<file path="src/rtl/irq_ctrl_pkg.sv">
// Shared constants for the interrupt controller: source count, register
// offsets inside the bus window and the "no source" ID value.
package irq_ctrl_pkg;

    localparam int N_SRC = 6;

    localparam logic [4:0] OFF_MASK = 5'h00;
    localparam logic [4:0] OFF_MODE = 5'h04;
    localparam logic [4:0] OFF_PEND = 5'h08;
    localparam logic [4:0] OFF_SET  = 5'h0C;
    localparam logic [4:0] OFF_ID   = 5'h10;

    localparam logic [31:0] ID_NONE = 32'd0;

endpackage

</file>
<file path="src/rtl/irq_ctrl_edge_detect.sv">
// Per-bit rising-edge detector. During reset the history register loads the
// live inputs, so a line already high when reset drops produces no edge.
module irq_edge_detect #(
    parameter int WIDTH = 6
) (
    input  logic             clk,
    input  logic             reset,
    input  logic [WIDTH-1:0] d,
    output logic [WIDTH-1:0] rise
);

    logic [WIDTH-1:0] prev_q;

    // Loaded unconditionally, reset included.
    always_ff @(posedge clk) begin
        prev_q <= d;
    end

    assign rise = d & ~prev_q & {WIDTH{~reset}};

endmodule

</file>
<file path="src/rtl/irq_ctrl.sv">
// Bus-mapped interrupt controller: latches edge/level requests, masks them
// and drives the CPU HWInt[7:2] lines; software sees MASK/MODE/PEND/SET/ID.
module irq_ctrl
    import irq_ctrl_pkg::*;
#(
    parameter logic [31:0] BASE_ADDR = 32'h0000_7F20
) (
    input  logic              clk,
    input  logic              reset,
    input  logic [N_SRC-1:0]  irq_in,
    input  logic [31:0]       PrAddr,
    input  logic [31:0]       PrWD,
    input  logic              PrWE,
    output logic [31:0]       PrRD,
    output logic              sel,
    output logic [7:2]        HWInt
);

    logic [N_SRC-1:0] mask_q;
    logic [N_SRC-1:0] mode_q;
    logic [N_SRC-1:0] pend_edge_q;
    logic [N_SRC-1:0] hwint_q;
    logic [N_SRC-1:0] rise;
    logic [N_SRC-1:0] pending;
    logic [N_SRC-1:0] active;
    logic [N_SRC-1:0] clr;
    logic [N_SRC-1:0] set_sw;
    logic [4:0]       off;
    logic             blk_hit;
    logic             wr_hit;
    logic [31:0]      id;
    logic             unused_wd;

    assign unused_wd = ^PrWD[31:N_SRC];

    irq_edge_detect #(.WIDTH(N_SRC)) u_edge (
        .clk   (clk),
        .reset (reset),
        .d     (irq_in),
        .rise  (rise)
    );

    assign off     = PrAddr[4:0];
    assign blk_hit = (PrAddr[31:5] == BASE_ADDR[31:5]);

    always_comb begin
        sel = 1'b0;
        case (off)
            OFF_MASK, OFF_MODE, OFF_PEND, OFF_SET, OFF_ID: sel = blk_hit;
            default:                                       sel = 1'b0;
        endcase
    end

    assign wr_hit = sel & PrWE;
    assign clr    = (wr_hit && off == OFF_PEND) ? PrWD[N_SRC-1:0] : '0;
    assign set_sw = (wr_hit && off == OFF_SET)  ? PrWD[N_SRC-1:0] : '0;

    // Level sources follow the live line; edge-latched bits are OR'd in for all modes.
    assign pending = pend_edge_q | (~mode_q & irq_in);
    assign active  = pending & mask_q;

    // Scan from the top so the lowest active index is the last to write id.
    always_comb begin
        id = ID_NONE;
        for (int i = N_SRC - 1; i >= 0; i--) begin
            if (active[i]) id = 32'(i + 1);
        end
    end

    always_comb begin
        PrRD = '0;
        if (sel) begin
            case (off)
                OFF_MASK: PrRD = 32'(mask_q);
                OFF_MODE: PrRD = 32'(mode_q);
                OFF_PEND: PrRD = 32'(pending);
                OFF_ID:   PrRD = id;
                default:  PrRD = '0;
            endcase
        end
    end

    always_ff @(posedge clk) begin
        if (reset) begin
            mask_q      <= '0;
            mode_q      <= '0;
            pend_edge_q <= '0;
            hwint_q     <= '0;
        end else begin
            if (wr_hit && off == OFF_MASK) mask_q <= PrWD[N_SRC-1:0];
            if (wr_hit && off == OFF_MODE) mode_q <= PrWD[N_SRC-1:0];
            // Set terms are OR'd after the clear so a same-cycle edge survives an acknowledge.
            pend_edge_q <= (pend_edge_q & ~clr) | set_sw | (mode_q & rise);
            hwint_q     <= active;
        end
    end

    assign HWInt = hwint_q;

endmodule
</file>
<file path="config.mk">
export PLATFORM = sky130hd
export DESIGN_NAME = irq_ctrl
export DESIGN_NICKNAME = d
export VERILOG_FILES = /design/src/rtl/irq_ctrl_pkg.sv /design/src/rtl/irq_ctrl_edge_detect.sv /design/src/rtl/irq_ctrl.sv
export SDC_FILE = /design/constraint.sdc
export NUM_CORES = 1
export LEC_CHECK = 0
export CAP_MARGIN = 10
export CORE_MARGIN = 5
export CORE_UTILIZATION = 32
export DETAILED_ROUTE_END_ITERATION = 8
export GPL_TIMING_DRIVEN = 0
export PLACE_DENSITY = 0.82
export SETUP_SLACK_MARGIN = 0.2
export SYNTH_ARGS = -nofsm -noshare
export SYNTH_HDL_FRONTEND = slang
export SYNTH_SLANG_ARGS = --single-unit
export TNS_END_PERCENT = 100
</file>
<file path="constraint.sdc">
create_clock -name clk -period 3.75 [get_ports clk]
set_input_delay 1.125 -clock clk [delete_from_list [all_inputs] [get_ports clk]]
set_output_delay 1.125 -clock clk [all_outputs]
set_load 0.005 [all_outputs]
</file>
==> results.txt <==
The relative slew slack came out at 65.4%. The kind of start point of the critical path is an input pin. Dividing the detail-routed via count by the number of cells gives 4.73. The checks that failed: negative setup slack. 112 I/O pins were placed. The peak supply drop came out at 0.107 mV.

No sink is reached through more buffers than the 2 on the longest clock path. The share of synthesized registers carrying an async set or reset is 0%. Detailed placement ended at an HPWL of 3800 µm.

Of the total power, the clock network draws 39.0%. The number of enable flip-flop cells after synthesis is 0. The worst setup path is of the in -> out kind. Once the floorplan was initialized, standard cells occupied 32.9% of the core.

Subtracting the final worst setup slack from the clock period gives 3.85 ns. The transition at the pin with the smallest max-transition slack came out at 0.519 ns. For met2 alone, demand over resource in global routing was 28.4%.

The per-instance average area after synthesis is 7.95 µm². Setup repair after global routing could not meet its margin everywhere. Across the whole layout, storage elements account for 601 µm².

The source-to-sink clock delay at the later pin of the worst-skew pair is 0.29 ns. The buffer type at the clock tree root is sky130_fd_sc_hd__clkbuf_8. The run finished, with violations left. The total number of yosys warnings came out at 0. The net switching share of the total power came out at 23.8%.

The net switching power came out at between 0.15 and 0.2 mW. The initial antenna violation count was 0. The netlist uses 41 different library cells. For the final database, setup skew stands at 0.00707 ns. The sequential share of power is between 40% and 50%. The total clock buffers created by CTS is 5. The TritonCTS sink count is 30. The internal power summed over all cells is 0.530 mW. TritonCTS built the clock tree.

STA classifies the critical path endpoint as an output port. The total power per unit cell area is 266 nW/µm². The number of iterations in the first detailed-routing pass is 5. The clock slew seen by the registers of the worst setup and hold paths is 0.06 ns. The post-detailed-route count of antenna-violating nets is 0. The leakage power of the design is 1.11 nW. CTS built an H-tree with a depth of 2. Setup violations remaining at the end of the flow were counted as 6. The maximum fanout along the worst path is 6.

The count of hold buffers inserted by post-cts repair is 0. Of the synthesized area, sequential elements account for 35.8%. The last weighted congestion value of the routability-driven placer came out at 0.871. The vertical die dimension came out at 82.4 µm. Entering global routing, the biggest net connects 11 pins. The required time at the worst-slack endpoint is roughly 2.6 ns. The DRC violation count after routing is 0. The global routing met1 resource utilization came out at 18.2%. The area growth from synthesis to layout is 55.6%. The worst hold path belongs to the class reg -> reg. The routed length per instance came out at 13.4 µm. The area of the multi-input gates came out at 991 µm². The area of the mapped netlist is around 1700 µm². The placement row count came out at 26. The floorplan step set the die width to ~80 µm. Synthesis produced between 200 and 250 cells. The max-cap check violation count came out at 0. The combinational fraction of design power came out at 14.6%.

The final setup slack of the worst path is -0.0966 ns. The most used flip-flop cell after synthesis is sky130_fd_sc_hd__dfxtp_1. The number of hold-slack violations in the final timing report came out at 0. The final period utilization is 103%. The count of vias placed by the detailed router came out at 1789. The maximum clock rate is 260 MHz. The critical path arrival is 2.72 ns.

The global routing stage identified its most utilized layer as met2. The final net count is 380. The worst setup slack after placement came out at -1.05 ns. The total global-route track usage is between 10% and 20%. The global-route track usage on met3 came out at about 4.7%. The global-route congestion overflow total came out at 0.

The number of buffer cells added on primary ports came out at 59. The filler cells instantiated in the layout total 495. The antenna cell count came out at 0. The count of final max-slew check failures is 0. The die covers 6790 µm².

The flop and latch count out of synthesis is 30. After floorplanning, the core was sized to cover 5110 µm². The sum of routed wire length over all layers is 5070 µm. Of the cells placed in the final design, the portion with a size suffix greater than 1 is 26.3%. The number of global-route vias before repair is 1759. The setup TNS after final layout came out at -0.237 ns. The initial detailed-routing violation count is 200.

The global-route wire length before repair is 8290 µm.
## cell type report
class	instances	share of cell area [%]
Buffer	35	10.5
Clock buffer	7	3.31
Clock inverter	1	0.192
Inverter	2	0.288
Multi-Input combinational cell	169	38.0
Sequential cell	30	23.0
Tap cell	70	3.36
Timing Repair Buffer	64	21.3
## layout by cell type (no fill, tap or decap), types with 2 or more instances in the layout
cell                              netlist  layout
sky130_fd_sc_hd__a21o_1                 2       2
sky130_fd_sc_hd__a21oi_1               19      17
sky130_fd_sc_hd__a21oi_2                1       3
sky130_fd_sc_hd__a222oi_1               5       5
sky130_fd_sc_hd__a31oi_1                7       6
sky130_fd_sc_hd__and3_1                 2       2
sky130_fd_sc_hd__and3b_1                2       2
sky130_fd_sc_hd__buf_2                  2      11
sky130_fd_sc_hd__buf_4                 26      33
sky130_fd_sc_hd__buf_6                  1       3
sky130_fd_sc_hd__clkbuf_1               5       4
sky130_fd_sc_hd__clkbuf_2               0       2
sky130_fd_sc_hd__clkbuf_8               0       6
sky130_fd_sc_hd__clkdlybuf4s15_1        0       3
sky130_fd_sc_hd__clkdlybuf4s50_1        0      20
sky130_fd_sc_hd__conb_1                 1      26
sky130_fd_sc_hd__dfxtp_1               30      30
sky130_fd_sc_hd__dlygate4sd2_1          0      16
sky130_fd_sc_hd__dlymetal6s2s_1         0       4
sky130_fd_sc_hd__inv_1                  2       2
sky130_fd_sc_hd__nand2_1               26      26
sky130_fd_sc_hd__nand3_1               18      18
sky130_fd_sc_hd__nand4_1                3       3
sky130_fd_sc_hd__nand4b_1               3       3
sky130_fd_sc_hd__nor2_1                17      15
sky130_fd_sc_hd__nor2_2                 0       2
sky130_fd_sc_hd__nor2b_1                5       5
sky130_fd_sc_hd__nor3_4                 0       2
sky130_fd_sc_hd__nor4_4                 1       2
sky130_fd_sc_hd__o21ai_0                5       2
sky130_fd_sc_hd__o21ai_1                6       9
sky130_fd_sc_hd__or2_2                  5       5
sky130_fd_sc_hd__or4_4                  1       3
## flip-flops by register name (all words and copies together), names as in the netlist
name / cells
mode_q: 6
u_edge.prev_q: 6
HWInt: 6
mask_q: 6
pend_edge_q: 6
## per-stage QoR
stage               total power, mW  utilization (%)  cell area (µm²)  cells  hold slack (ns)
floorplan                     0.374                -             1790    236            0.435
global placement              0.432             48.2             2460    365            0.452
detailed placement            0.434             48.2             2460    365            0.463
CTS                           0.696             50.5             2580    376            0.471
global route                  0.730             51.1             2610    378            0.491
finish                        0.695             51.1             2610    378            0.475
## power groups by stage
stage / Clock (mW) / Combinational, mW / Sequential [mW]
after floorplan: 0 / 0.0444 / 0.330
after global placement: 0 / 0.103 / 0.330
after detailed placement: 0 / 0.104 / 0.330
after CTS: 0.274 / 0.0990 / 0.323
after global routing: 0.296 / 0.111 / 0.323
final: 0.271 / 0.101 / 0.323
## logic make-up (layout without fill, tap and decap cells)
kind of cell / Yosys count / count (layout) / synth area share [%]
buffers and inverters: 37 / 109 / 15.7
flip-flops: 30 / 30 / 35.8
AO/OA/AOI/OAI: 48 / 48 / 17.4
XOR/XNOR: 1 / 1 / 0.522
AND/OR/NAND/NOR: 94 / 94 / 30.4
other: 1 / 26 / 0.223
## synthesized netlist by cell type (5+ instances only)
| library cell | number | share of area, % |
|---|---|---|
| sky130_fd_sc_hd__or2_2 | 5 | 1.9 |
| sky130_fd_sc_hd__nand2_1 | 26 | 5.8 |
| sky130_fd_sc_hd__buf_4 | 26 | 12 |
| sky130_fd_sc_hd__nor2_1 | 17 | 3.8 |
| sky130_fd_sc_hd__a222oi_1 | 5 | 3.0 |
| sky130_fd_sc_hd__o21ai_0 | 5 | 1.5 |
| sky130_fd_sc_hd__nor2b_1 | 5 | 1.9 |
| sky130_fd_sc_hd__nand3_1 | 18 | 5.4 |
| sky130_fd_sc_hd__a31oi_1 | 7 | 2.6 |
| sky130_fd_sc_hd__a21oi_1 | 19 | 5.7 |
| sky130_fd_sc_hd__clkbuf_1 | 5 | 1.1 |
| sky130_fd_sc_hd__o21ai_1 | 6 | 1.8 |
| sky130_fd_sc_hd__dfxtp_1 | 30 | 36 |
## final timing paths
path                   start  cells past startpoint         to  slack, ns
hold / removal     mask_q[0]                      2  mask_q[0]       0.47
hold reg to reg    mask_q[0]                      2  mask_q[0]       0.47
setup / recovery  PrAddr[23]                      8    PrRD[0]       -0.1
setup reg to reg   mode_q[3]                      3   HWInt[5]       2.83
## metal layers
layer	up-vias	share of wire, %	wire length (µm)
met5	-	0	0
met4	0	1.6	81
met3	9	7.5	382
met2	70	54	2730
met1	817	37	1880
li1	893	-	-
## what timing repair did
action,in CTS,in global routing
setup endpoints to repair,7,7
endpoints found under the hold margin,0,0
gates resized for setup,93,12
gates cloned,0,0
pin swaps,12,6
buffers inserted,3,2
## critical path, cell delays in order
cell                      delay, ns
sky130_fd_sc_hd__buf_6         0.09
sky130_fd_sc_hd__or4_4         0.55
sky130_fd_sc_hd__nor3_4        0.21
sky130_fd_sc_hd__nand2_1       0.08
sky130_fd_sc_hd__or2_1         0.23
sky130_fd_sc_hd__buf_8         0.15
sky130_fd_sc_hd__a31oi_4       0.15
sky130_fd_sc_hd__buf_2         0.14
Note: power is estimated with default switching activity, not from simulation.
